File: config.mk
export PLATFORM = sky130hd
export DESIGN_NAME = seq_mul16
export DESIGN_NICKNAME = d
export VERILOG_FILES = /design/src/rtl/seq_mul16.sv
export SDC_FILE = /design/constraint.sdc
export NUM_CORES = 1
export LEC_CHECK = 0
export BUFFER_PORTS_ARGS = -buffer_cell sky130_fd_sc_hd__buf_2
export CORE_MARGIN = 2
export CORE_UTILIZATION = 55
export CTS_CLUSTER_DIAMETER = 30
export CTS_CLUSTER_SIZE = 14
export DETAILED_ROUTE_END_ITERATION = 8
export PLACE_DENSITY_LB_ADDON = 0.25
export SYNTH_ARGS = -nofsm -noshare
export SYNTH_HDL_FRONTEND = slang
export SYNTH_SLANG_ARGS = --single-unit
File: constraint.sdc
create_clock -name Clock -period 3.1 [get_ports Clock]
set_clock_uncertainty 0.05 [all_clocks]
set_input_delay 0 -clock Clock [delete_from_list [all_inputs] [get_ports Clock]]
set_output_delay 0 -clock Clock [all_outputs]
set_load 0.01 [all_outputs]
File: src/rtl/seq_mul16.sv
// Sequential shift-add multiplier with signed/unsigned operands and N+1 cycle latency.
// Define SEQ_MUL_RADIX4_EN to retire two multiplier bits per cycle (N = WIDTH/2 instead of WIDTH).
module seq_mul16 #(
   parameter int WIDTH = 16
) (
   input  logic             Clock,
   input  logic             Reset,
   input  logic             iStart,
   input  logic             iSigned,
   input  logic [WIDTH-1:0] iA,
   input  logic [WIDTH-1:0] iB,
   output logic             oBusy,
   output logic             oDone,
   output logic [WIDTH-1:0] oResultL,
   output logic [WIDTH-1:0] oResultH
);

   localparam logic [1:0] S_IDLE = 2'd0;
   localparam logic [1:0] S_RUN  = 2'd1;
   localparam logic [1:0] S_FIX  = 2'd2;

`ifdef SEQ_MUL_RADIX4_EN
   localparam int STEP = 2;
`else
   localparam int STEP = 1;
`endif
   localparam int N_ITER = WIDTH / STEP;
   localparam int CW     = $clog2(WIDTH + 1);

   logic [1:0]         r_state;
   logic [2*WIDTH-1:0] r_mcand;
   logic [WIDTH-1:0]   r_mplier;
   logic [2*WIDTH-1:0] r_acc;
   logic [CW-1:0]      r_cnt;
   logic               r_neg;
   logic               r_done;
   logic [WIDTH-1:0]   r_resl;
   logic [WIDTH-1:0]   r_resh;

   logic [WIDTH-1:0]   w_mag_a;
   logic [WIDTH-1:0]   w_mag_b;
   logic [2*WIDTH-1:0] w_pp;
   logic [2*WIDTH-1:0] w_prod;

   // The most negative operand negates to itself, which read unsigned is exactly 2^(WIDTH-1).
   always_comb begin
      w_mag_a = (iSigned && iA[WIDTH-1]) ? (~iA + 1'b1) : iA;
      w_mag_b = (iSigned && iB[WIDTH-1]) ? (~iB + 1'b1) : iB;
`ifdef SEQ_MUL_RADIX4_EN
      case (r_mplier[1:0])
         2'd1:    w_pp = r_mcand;
         2'd2:    w_pp = r_mcand << 1;
         2'd3:    w_pp = r_mcand + (r_mcand << 1);
         default: w_pp = '0;
      endcase
`else
      w_pp = r_mplier[0] ? r_mcand : '0;
`endif
      w_prod = r_neg ? (~r_acc + 1'b1) : r_acc;
   end

   always_ff @(posedge Clock) begin
      if (Reset) begin
         r_state  <= S_IDLE;
         r_mcand  <= '0;
         r_mplier <= '0;
         r_acc    <= '0;
         r_cnt    <= '0;
         r_neg    <= 1'b0;
         r_done   <= 1'b0;
         r_resl   <= '0;
         r_resh   <= '0;
      end else begin
         r_done <= 1'b0;
         case (r_state)
            S_IDLE: begin
               if (iStart) begin
                  r_mcand  <= {{WIDTH{1'b0}}, w_mag_a};
                  r_mplier <= w_mag_b;
                  r_neg    <= iSigned & (iA[WIDTH-1] ^ iB[WIDTH-1]);
                  r_acc    <= '0;
                  r_cnt    <= CW'(N_ITER);
                  r_state  <= S_RUN;
               end
            end
            S_RUN: begin
               r_acc    <= r_acc + w_pp;
               r_mplier <= r_mplier >> STEP;
               r_mcand  <= r_mcand << STEP;
               r_cnt    <= r_cnt - 1'b1;
               if (r_cnt == CW'(1))
                  r_state <= S_FIX;
            end
            S_FIX: begin
               {r_resh, r_resl} <= w_prod;
               r_done           <= 1'b1;
               r_state          <= S_IDLE;
            end
            default: r_state <= S_IDLE;
         endcase
      end
   end

   assign oBusy    = (r_state == S_RUN) || (r_state == S_FIX);
   assign oDone    = r_done;
   assign oResultL = r_resl;
   assign oResultH = r_resh;

endmodule

==> run metrics <==
status completed; register clock-pin slew on the reported worst setup and hold paths 50 ps; Worst EP required 3360 ps; startpoint type of the worst setup path register; Worst Tran Pin Value about 1100 ps; CTS Sinks between 100 and 150; Worst R2R Setup Slack 160 ps; worst vdd ir 0.378 mV; Via-to-Cell Ratio 5.65; Setup Fix Bufs, Post-CTS 0; worst hold start iB[0]; post-synthesis sequential area ratio 31.6%; synth unique cells 59; CTS tree yes; Filler Cell Count 1,214; Tcrit/Tclk final 94.8%; core area 0.0138 mm2; DIE AREA between 0.01 and 0.015 mm2; Net Switching 1110 uW; maximum clock path buffer count 2; syn nets 1,075; I/O Buffers approximately 70; Total Wirelength ~18 mm; crit path kind reg -> reg; Async SR Flop Fraction 0%; cell depth of the worst flop-to-flop path 12; final setup fails 0; io pins 70; internal power 3180 uW; leakage power 0.00371 uW; top post-synthesis cells by area dfxtp_1 (32%), ha_1 (6.4%), nand2_1 (6.4%); first-pass GRT wire length about 30 mm; final net count 1,143; worst-path cell chain buf_4, buf_6, and2_1, ha_1, a21o_1, a211oi_1, o21bai_1, a211oi_2, o21a_1, a21oi_2, or3_1, a32o_1; first-pass iteration count of the detailed router 5; RSZ-0062 raised after global routing yes; Initial Util 55.7%; worst hold path class in -> reg; critical path data arrival time ~3200 ps; CP top delay family compound AO/OA/AOI/OAI gates; Synth-to-Final Area Change 18.1%; Root Buffer clkbuf_16; min cycle time layout 2940 ps; Hold Path Stages 3; Slowest-stage cell, CP or3_1; DP HPWL 13.0 mm; synth warn 0; fin. max-slew vios 0; worst flop-to-flop path endpoint r_acc[28]; pre-CTS WS -15.4 ps; setup tns final 0 ps; worst r2r src r_mplier[0]; Synth area leader dfxtp_1; Main synth FF type dfxtp_1; Cell Rows 43; final hold viol count 0; post-route ant nets 0; Max FO, Critical Path 21; CP Buf/Inv Count 2; post-synth top area share a little under a third; # diodes 0; WHS ~11 ps; Net Sw Frac 25.8%; Avg Cell Area, Syn 7.68 um2; cell area power density roughly 470 mW/mm2; clk_lat worst skew a little over 400 ps; gr usage total between 20% and 30%; final worst slack 161 ps; post-synthesis instance total between 900 and 1,000; sequential fraction of design power 39.3%; drc violations 0; Vias 7,115; GP Congestion 0.953; Largest stage delay, worst path about 340 ps; Clk pwr share between 40% and 50%; Routed WL per cell 14.6 um; Max-slew headroom 28.4%; TritonCTS Buffers 17; layout cells sized above 1 14.0%; Hold Path End r_mplier[0]; initial antenna violation count 0; total global routing overflow 0; initial drt markers approximately 530; vias in the first global route a little over 6,000; combinational share of power between 10% and 20%; chip width 122 um; flops & latches, synth 121; Max Clk Rate around 340 MHz; Mapped Area 0.00767 mm2; die height 122 um; largest net degree at the start of global routing 65; EDFF count, synth 0; # H-tree levels 4; crit path capture type register; Max Cap Viol 0
sequential cells by signal, summed over array words and instances (netlist names):
| name | cells |
|---|---|
| r_neg | 1 |
| r_state | 2 |
| r_cnt | 5 |
| r_acc | 32 |
| oResultH | 16 |
| oDone | 1 |
| r_mplier | 16 |
| oResultL | 16 |
| r_mcand | 32 |
cells in the mapped netlist (17+ instances only):
master / instances
nand2_1: 130
dfxtp_1: 121
nor2_1: 109
a21oi_1: 82
o21ai_0: 74
clkbuf_1: 57
xor2_1: 44
ha_1: 39
xnor2_1: 39
a211oi_1: 38
and2_1: 34
a22oi_1: 28
inv_1: 20
a21o_1: 18
nor3_1: 17
final cells by class:
cell class | instances | area [um2] | share of cell area, %
clock inverter | 9 | 120 | 1.33
sequential | 121 | 2420 | 26.8
timing repair buffer | 111 | 722 | 7.98
inverter | 20 | 75.1 | 0.829
clock buffer | 23 | 478 | 5.28
tap | 180 | 225 | 2.49
multi-input combinational | 796 | 5010 | 55.3
timing repair:
action | in CTS | in global routing
pin swaps | 0 | 1
endpoints found under the setup margin | 1 | 8
gates resized for setup | 1 | 15
endpoints found under the hold margin | 36 | 0
cloned | 0 | 0
hold buffers | 17 | 0
metal layers:
metal	GRT usage, %	part of all wire [%]	vias up
li1	-	-	3687
met1	38.3	50	3195
met2	35.7	42	214
met3	4.54	6.8	19
met4	7.26	1.2	0
met5	0	0	-
stage by stage:
| step | total power [uW] | cells | instance area, um2 | utilization [%] |
|---|---|---|---|---|
| 2_1_floorplan | 2120 | 999 | 7670 | - |
| 3_3_place_gp | 2290 | 1211 | 8230 | 59.7 |
| 3_5_place_dp | 2300 | 1211 | 8230 | 59.7 |
| 4_1_cts | 4310 | 1260 | 9000 | 65.4 |
| 5_1_grt | 4460 | 1260 | 9050 | 65.7 |
| 6_report | 4290 | 1260 | 9050 | 65.7 |
cells by family (layout without fill, tap and decap cells):
kind of cell,after synthesis,in the layout,share of synthesized area (%)
AOI/OAI and AO/OA,296,296,24.4
muxes,10,10,1.31
xor gates and xnor gates,83,83,9.48
DFF,121,121,31.6
and+or+nand+nor,367,367,22.5
adders and majority gates,40,40,6.63
buffers and inverters,82,163,4.03
worst min-delay path, stage by stage:
cell and delay (ps):
buf_2 120, mux2i_1 190, a211oi_1 110
worst max-delay path by stage:
stage / startpoint / to / slack, ps / cells after the start
6_report: r_mplier[0] / r_acc[28] / 160 / 12
5_1_grt: r_mplier[0] / r_acc[31] / -8 / 11
4_1_cts: r_mcand[0] / r_acc[30] / 40 / 13
3_5_place_dp: r_mcand[0] / r_acc[28] / -20 / 12
3_3_place_gp: r_mcand[0] / r_acc[28] / 70 / 12
2_1_floorplan: r_mplier[0] / r_acc[28] / 6 / 13
layout by cell type (no fill, tap or decap), types with 11 or more instances in the layout:
cell	Yosys	layout
buf_4	0	24
nand2_1	130	130
o31ai_1	13	13
a211oi_1	38	36
nand4_1	11	11
a22oi_1	28	28
buf_2	1	68
o21ai_0	74	71
ha_1	39	34
dlygate4sd3_1	0	17
xor2_1	44	44
clkbuf_16	0	17
xnor2_1	39	39
a21o_1	18	18
dfxtp_1	121	120
inv_1	20	20
a21oi_1	82	79
and2_1	34	34
nor3_1	17	17
nor2_1	109	107
power groups by stage:
stage | clock network [uW] | registers [uW] | logic [uW]
after global placement | 0 | 1720 | 578
after CTS | 2020 | 1680 | 606
after global routing | 2080 | 1690 | 687
after floorplan | 0 | 1700 | 416
after detailed placement | 0 | 1720 | 586
final | 1990 | 1690 | 613
Power figures use the tool's default switching activity.
